===== src/rtl/strip_pkg.sv =====
// Shared types and default sizing for the strip allocator.
package strip_pkg;
  typedef enum logic [1:0] {
    IDLE = 2'd0,
    SCAN = 2'd1,
    RESP = 2'd2
  } strip_state_t;

  localparam int STRIP_ID_W    = 4;
  localparam int STRIP_WIDTH_W = 8;
  localparam int STRIP_CAP_DEF = 128;
endpackage


===== src/rtl/strip_fit_cmp.sv =====
// Per-strip fit test and best-candidate compare; one instance reused across scan cycles.
module strip_fit_cmp
  import strip_pkg::*;
#(
  parameter int WIDTH_W   = STRIP_WIDTH_W,
  parameter int STRIP_CAP = STRIP_CAP_DEF
) (
  input  logic [WIDTH_W-1:0] occ_i,
  input  logic [WIDTH_W-1:0] w_i,
  input  logic [WIDTH_W-1:0] best_i,
  input  logic               found_i,
  output logic               fits_o,
  output logic               take_o
);
  // One extra bit so occupancy + width never wraps past the capacity test.
  logic [WIDTH_W:0] sum;

  assign sum    = {1'b0, occ_i} + {1'b0, w_i};
  assign fits_o = (sum <= (WIDTH_W+1)'(STRIP_CAP));
  // Strict less-than keeps the lowest id on ties.
  assign take_o = fits_o && (!found_i || (occ_i < best_i));
endmodule


===== src/rtl/strip_alloc_scan.sv =====
// Sequential least-occupied strip allocator: one strip examined per cycle, winner reserved on RESP entry.
module strip_alloc_scan
  import strip_pkg::*;
#(
  parameter int NUM_STRIPS = 12,
  parameter int ID_W       = STRIP_ID_W,
  parameter int WIDTH_W    = STRIP_WIDTH_W,
  parameter int STRIP_CAP  = STRIP_CAP_DEF
) (
  input  logic               clk_i,
  input  logic               rst_i,
  input  logic               clear_i,
  input  logic               req_valid_i,
  output logic               req_ready_o,
  input  logic [WIDTH_W-1:0] req_width_i,
  output logic               resp_valid_o,
  input  logic               resp_ready_i,
  output logic [ID_W-1:0]    resp_id_o,
  output logic [WIDTH_W-1:0] resp_offset_o,
  output logic               resp_fail_o
);
  localparam logic [ID_W-1:0] LAST_IDX = ID_W'(NUM_STRIPS - 1);

  strip_state_t       state_q, state_d;
  logic [WIDTH_W-1:0] occ_q [NUM_STRIPS];
  logic [WIDTH_W-1:0] w_q;
  logic [ID_W-1:0]    idx_q;
  logic               found_q, found_d;
  logic [ID_W-1:0]    best_id_q, best_id_d;
  logic [WIDTH_W-1:0] best_occ_q, best_occ_d;
  logic [ID_W-1:0]    resp_id_q;
  logic [WIDTH_W-1:0] resp_off_q;
  logic               resp_fail_q;

  logic               fits, take;
  logic [WIDTH_W-1:0] cand_occ;
  logic               accept, resp_done, scan_last;

  assign cand_occ  = occ_q[idx_q];
  assign accept    = (state_q == IDLE) && req_valid_i;
  assign resp_done = (state_q == RESP) && resp_ready_i;
  assign scan_last = (state_q == SCAN) && (idx_q == LAST_IDX);

  strip_fit_cmp #(
    .WIDTH_W   (WIDTH_W),
    .STRIP_CAP (STRIP_CAP)
  ) u_cmp (
    .occ_i   (cand_occ),
    .w_i     (w_q),
    .best_i  (best_occ_q),
    .found_i (found_q),
    .fits_o  (fits),
    .take_o  (take)
  );

  // Best-so-far including the strip examined this cycle.
  always_comb begin
    found_d    = found_q | take;
    best_id_d  = take ? idx_q : best_id_q;
    best_occ_d = take ? cand_occ : best_occ_q;
  end

  always_ff @(posedge clk_i) begin
    if (rst_i || clear_i) state_q <= IDLE;
    else                  state_q <= state_d;
  end

  always_comb begin
    state_d = state_q;
    case (state_q)
      IDLE:    if (accept)    state_d = SCAN;
      SCAN:    if (scan_last) state_d = RESP;
      RESP:    if (resp_done) state_d = IDLE;
      default:                state_d = IDLE;
    endcase
  end

  always_comb begin
    req_ready_o   = (state_q == IDLE);
    resp_valid_o  = (state_q == RESP);
    resp_id_o     = resp_id_q;
    resp_offset_o = resp_off_q;
    resp_fail_o   = resp_fail_q;
  end

  always_ff @(posedge clk_i) begin
    if (rst_i || clear_i) begin
      w_q         <= '0;
      idx_q       <= '0;
      found_q     <= 1'b0;
      best_id_q   <= '0;
      best_occ_q  <= '1;
      resp_id_q   <= '0;
      resp_off_q  <= '0;
      resp_fail_q <= 1'b0;
      for (int i = 0; i < NUM_STRIPS; i++) occ_q[i] <= '0;
    end else begin
      if (accept) begin
        w_q        <= req_width_i;
        idx_q      <= '0;
        found_q    <= 1'b0;
        best_id_q  <= '0;
        best_occ_q <= '1;
      end
      if (state_q == SCAN) begin
        idx_q      <= idx_q + 1'b1;
        found_q    <= found_d;
        best_id_q  <= best_id_d;
        best_occ_q <= best_occ_d;
      end
      // Reservation lands on the same edge that enters RESP.
      if (scan_last) begin
        resp_fail_q <= !found_d;
        resp_id_q   <= found_d ? best_id_d : '0;
        resp_off_q  <= found_d ? best_occ_d : '0;
        if (found_d) occ_q[best_id_d] <= best_occ_d + w_q;
      end
      if (resp_done) begin
        resp_id_q   <= '0;
        resp_off_q  <= '0;
        resp_fail_q <= 1'b0;
      end
    end
  end
endmodule


===== config.mk =====
export PLATFORM = sky130hd
export DESIGN_NAME = strip_alloc_scan
export DESIGN_NICKNAME = d
export VERILOG_FILES = /design/src/rtl/strip_pkg.sv /design/src/rtl/strip_fit_cmp.sv /design/src/rtl/strip_alloc_scan.sv
export SDC_FILE = /design/constraint.sdc
export NUM_CORES = 1
export LEC_CHECK = 0
export BUFFER_PORTS_ARGS = -buffer_cell sky130_fd_sc_hd__clkbuf_2
export CORE_MARGIN = 2
export CORE_UTILIZATION = 50
export DETAILED_ROUTE_END_ITERATION = 8
export MAX_ROUTING_LAYER = met4
export PLACE_DENSITY = 0.75
export SYNTH_ARGS = -nofsm -noshare
export SYNTH_HDL_FRONTEND = slang
export SYNTH_SLANG_ARGS = --single-unit

===== constraint.sdc =====
create_clock -name clk_i -period 13.27 [get_ports clk_i]
set_clock_uncertainty 0.15 [all_clocks]
set_input_delay 1.9905 -clock clk_i [delete_from_list [all_inputs] [get_ports clk_i]]
set_output_delay 1.9905 -clock clk_i [all_outputs]
set_load 0.005 [all_outputs]

==> impl_metrics.py <==
metrics = {
    "routing": {
        "dr_total_vias": 5686,
        "drt-total-wl_um": 19700,
        "antenna_left": 0,
        "avgRoutedWirePerCell_um": 21.2,
        "drt_pre_antenna_iters": 5,
        "via_per_inst": 6.10,
        "dr.first_iter.drc_count": 524,
        "drc_errors": 0,
    },
    "hold_path": {
        "hp-start": "resp_offset_o[2]",
        "hp-class": "flop to flop",
    },
    "sta": {
        "tightestPinTransition_ns": 1.24,
        "fmax_mhz": 132,
        "fin_crit_sh_pct": 57.1,
        "setup_viol": 0,
        "holdWs_ns": 0.303,
        "grt_setup_unrepaired": "no",
        "slew_headroom_pct": 15.0,
        "drv_slew": 0,
        "hold_violations": 0,
        "post-route-min-period_ns": 7.57,
        "setup_tns_ns": 0,
    },
    "finish": {
        "diodes": 0,
        "areaGrowthSynthToFinish_pct": 10.8,
        "nFillCells": 1304,
        "drive_gt1_share_pct": 18.4,
        "fin_nets": 737,
    },
    "clock_tree": {
        "tritoncts": "built",
        "htree_levels": 4,
        "cts_buffer_depth": 2,
        "clk_pin_slew_ns": 0.06,
        "ctsResizeCount": 0,
        "cts.sinks": 172,
        "cts_buffers": 17,
        "ctsHoldBuffers": 0,
        "postCtsSetupBuffers": 0,
        "root_buffer": "clkbuf_16",
        "clock_latency_ns": 0.43,
    },
    "die": {
        "die_area_um2": 17700,
        "initial_utilization_pct": 50.8,
        "die_h_um": 133,
        "die_width_um": 133,
        "io_pins": 28,
        "design.core.area_um2": 16400,
        "num_rows": 47,
    },
    "synth": {
        "synth_warnings": 0,
        "synth_common_cells": "edfxtp_1 (128), nor2_1 (91), nand2_1 (64)",
        "synth-seq-cells": 172,
        "seq_area_frac_synth_pct": 56.7,
        "synth_ff_type": "edfxtp_1",
        "yosysUniqueCellTypes": 57,
        "synthMostInstantiatedCell": "edfxtp_1",
        "syn_nets": 721,
        "synth_edf_count": 128,
        "synth-async-reset-ratio_pct": 0,
        "synthTopCellsByArea": "edfxtp_1 (46%), mux4_2 (11%), dfxtp_1 (11%)",
        "yosysTopAreaCell": "edfxtp_1",
        "synth.avg_cell_area_um2": 12.2,
        "netlist_instances": 683,
        "synth_area_um2": 8330,
        "synth_top_area_share_pct": 46.1,
    },
    "critical_path": {
        "worstSetupEndpointType": "flop",
        "arrival_ns": 7.54,
        "setup.worst_path.class": "flop to flop",
        "crit_fanout": 35,
        "cp.required_ns": 13.24,
        "slowest_delay_ns": 0.96,
        "cp-start-kind": "flop",
        "critPathTopFamily": "multiplexers",
        "path_cells": "buf_4 > mux4_2 > mux4_2 > ha_1 > fa_1 > a21oi_1 > nor4_1 > nor4b_1 > nand4_1 > a21bo_1 > buf_4 > mux2i_1 > inv_1 > ha_1 > a21o_1 > a211oi_1 > o21ai_0 > a21oi_1 > nor3_1 > mux2i_1 > nand2_1",
        "critPathSlowestCell": "mux2i_1",
        "cp_num_buf_inv": 3,
    },
    "pwr": {
        "switching_share_pct": 23.9,
        "p_clk_share_pct": 41.0,
        "pwr-share-comb_pct": 8.5,
        "powerDensity_nw_per_um2": 129,
        "p_switching_mw": 0.284,
        "power_frac_seq_pct": 50.5,
        "p_leak_nw": 3.45,
        "internal_power_mw": 0.907,
        "peakVddDrop_v": 0.0000949,
    },
    "global_routing": {
        "grt_max_degree": 52,
        "grt_remaining_overflow": 0,
        "grt_pass1_vias": 5598,
        "antenna_found_initial": 0,
        "grt_pass1_wl_um": 31300,
        "grt_use_total_pct": 24.3,
    },
    "flow_run": {
        "maxCapViolCount": 0,
    },
    "placement": {
        "dp.final_hpwl_um": 13700,
        "portBuffers": 27,
        "routabilityCongestion": 0.904,
    },
    "outcome": {
        "status": "complete, no violations",
    },
}
[power groups by stage]
stage | combinational (mW) | sequential, mW | clock [mW]
after floorplan | 0.0711 | 0.610 | 0
after global placement | 0.0947 | 0.612 | 0
after detailed placement | 0.0992 | 0.613 | 0
after CTS | 0.0998 | 0.602 | 0.490
after global routing | 0.108 | 0.603 | 0.514
final | 0.101 | 0.602 | 0.488
[cell type report]
type	instances	area, um2	share of cell area (%)
Sequential cell	172	4730	51.2
Multi-Input combinational cell	437	3300	35.7
Clock buffer	19	433	4.69
Tap cell	220	275	2.98
Timing Repair Buffer	42	248	2.68
Clock inverter	13	143	1.55
Inverter	29	109	1.18
[layer usage]
metal	routed length (um)	track usage, %
met3	1370	5.13
met5	0	-
met1	7910	30.9
met4	801	12.1
met2	9640	37.2
[cell families after synthesis]
| group | share of synthesized area (%) |
|---|---|
| compound gates | 7.22 |
| flops | 56.7 |
| mux | 14.1 |
| simple gates | 13.7 |
| fa+ha+maj | 3.94 |
| xor+xnor | 0.631 |
| buf+inv | 3.72 |
[flip-flops by register name, indices dropped and copies added (netlist names), 2 cells and up, named ones only]
register       cells
best_id_q          4
best_occ_q         8
idx_q              4
occ_q            128
resp_id_o          4
resp_offset_o      8
state_q            2
w_q                8
[worst register-to-register path, delay by kind of cell, from the launching register on]
family / cells / cell delay, ns
AO/OA/AOI/OAI: 6 / 1.43
multiplexers: 4 / 2.55
buffers and inverters: 3 / 0.88
flip-flops: 1 / 0.31
adder cells (fa/ha/maj): 3 / 0.99
AND/OR/NAND/NOR: 5 / 0.95
[through the flow]
| step | cells | setup WS (ns) | cell area, um2 | utilization (%) | total power, mW |
|---|---|---|---|---|---|
| global placement | 900 | 6.15 | 8650 | 52.7 | 0.707 |
| global route | 932 | 5.19 | 9230 | 56.2 | 1.22 |
| finish | 932 | 5.70 | 9230 | 56.2 | 1.19 |
| CTS | 932 | 5.78 | 9230 | 56.2 | 1.19 |
| floorplan | 683 | 6.85 | 8330 | - | 0.681 |
| detailed placement | 900 | 5.81 | 8650 | 52.7 | 0.712 |
[cell usage in the layout, fill, tap and decap left out, types with 15 or more instances in the layout]
cell type,instances
nand2_1,64
nor2_1,91
a21oi_1,40
o21ai_0,23
nor3_1,39
mux2i_1,15
dfxtp_1,43
inv_1,29
mux4_2,40
edfxtp_1,128
ha_1,23
clkbuf_2,27
buf_4,15
clkbuf_16,17
[worst paths after layout]
| path | end | slack [ns] | cells after the start |
|---|---|---|---|
| hold / removal | resp_offset_o[2] | 0.30 | 2 |
| setup / recovery | occ_q[15][7] | 5.70 | 21 |
| setup reg to reg | occ_q[15][7] | 5.70 | 21 |
| hold reg to reg | resp_offset_o[2] | 0.30 | 2 |
No activity file was read; power rests on OpenSTA's default activity.
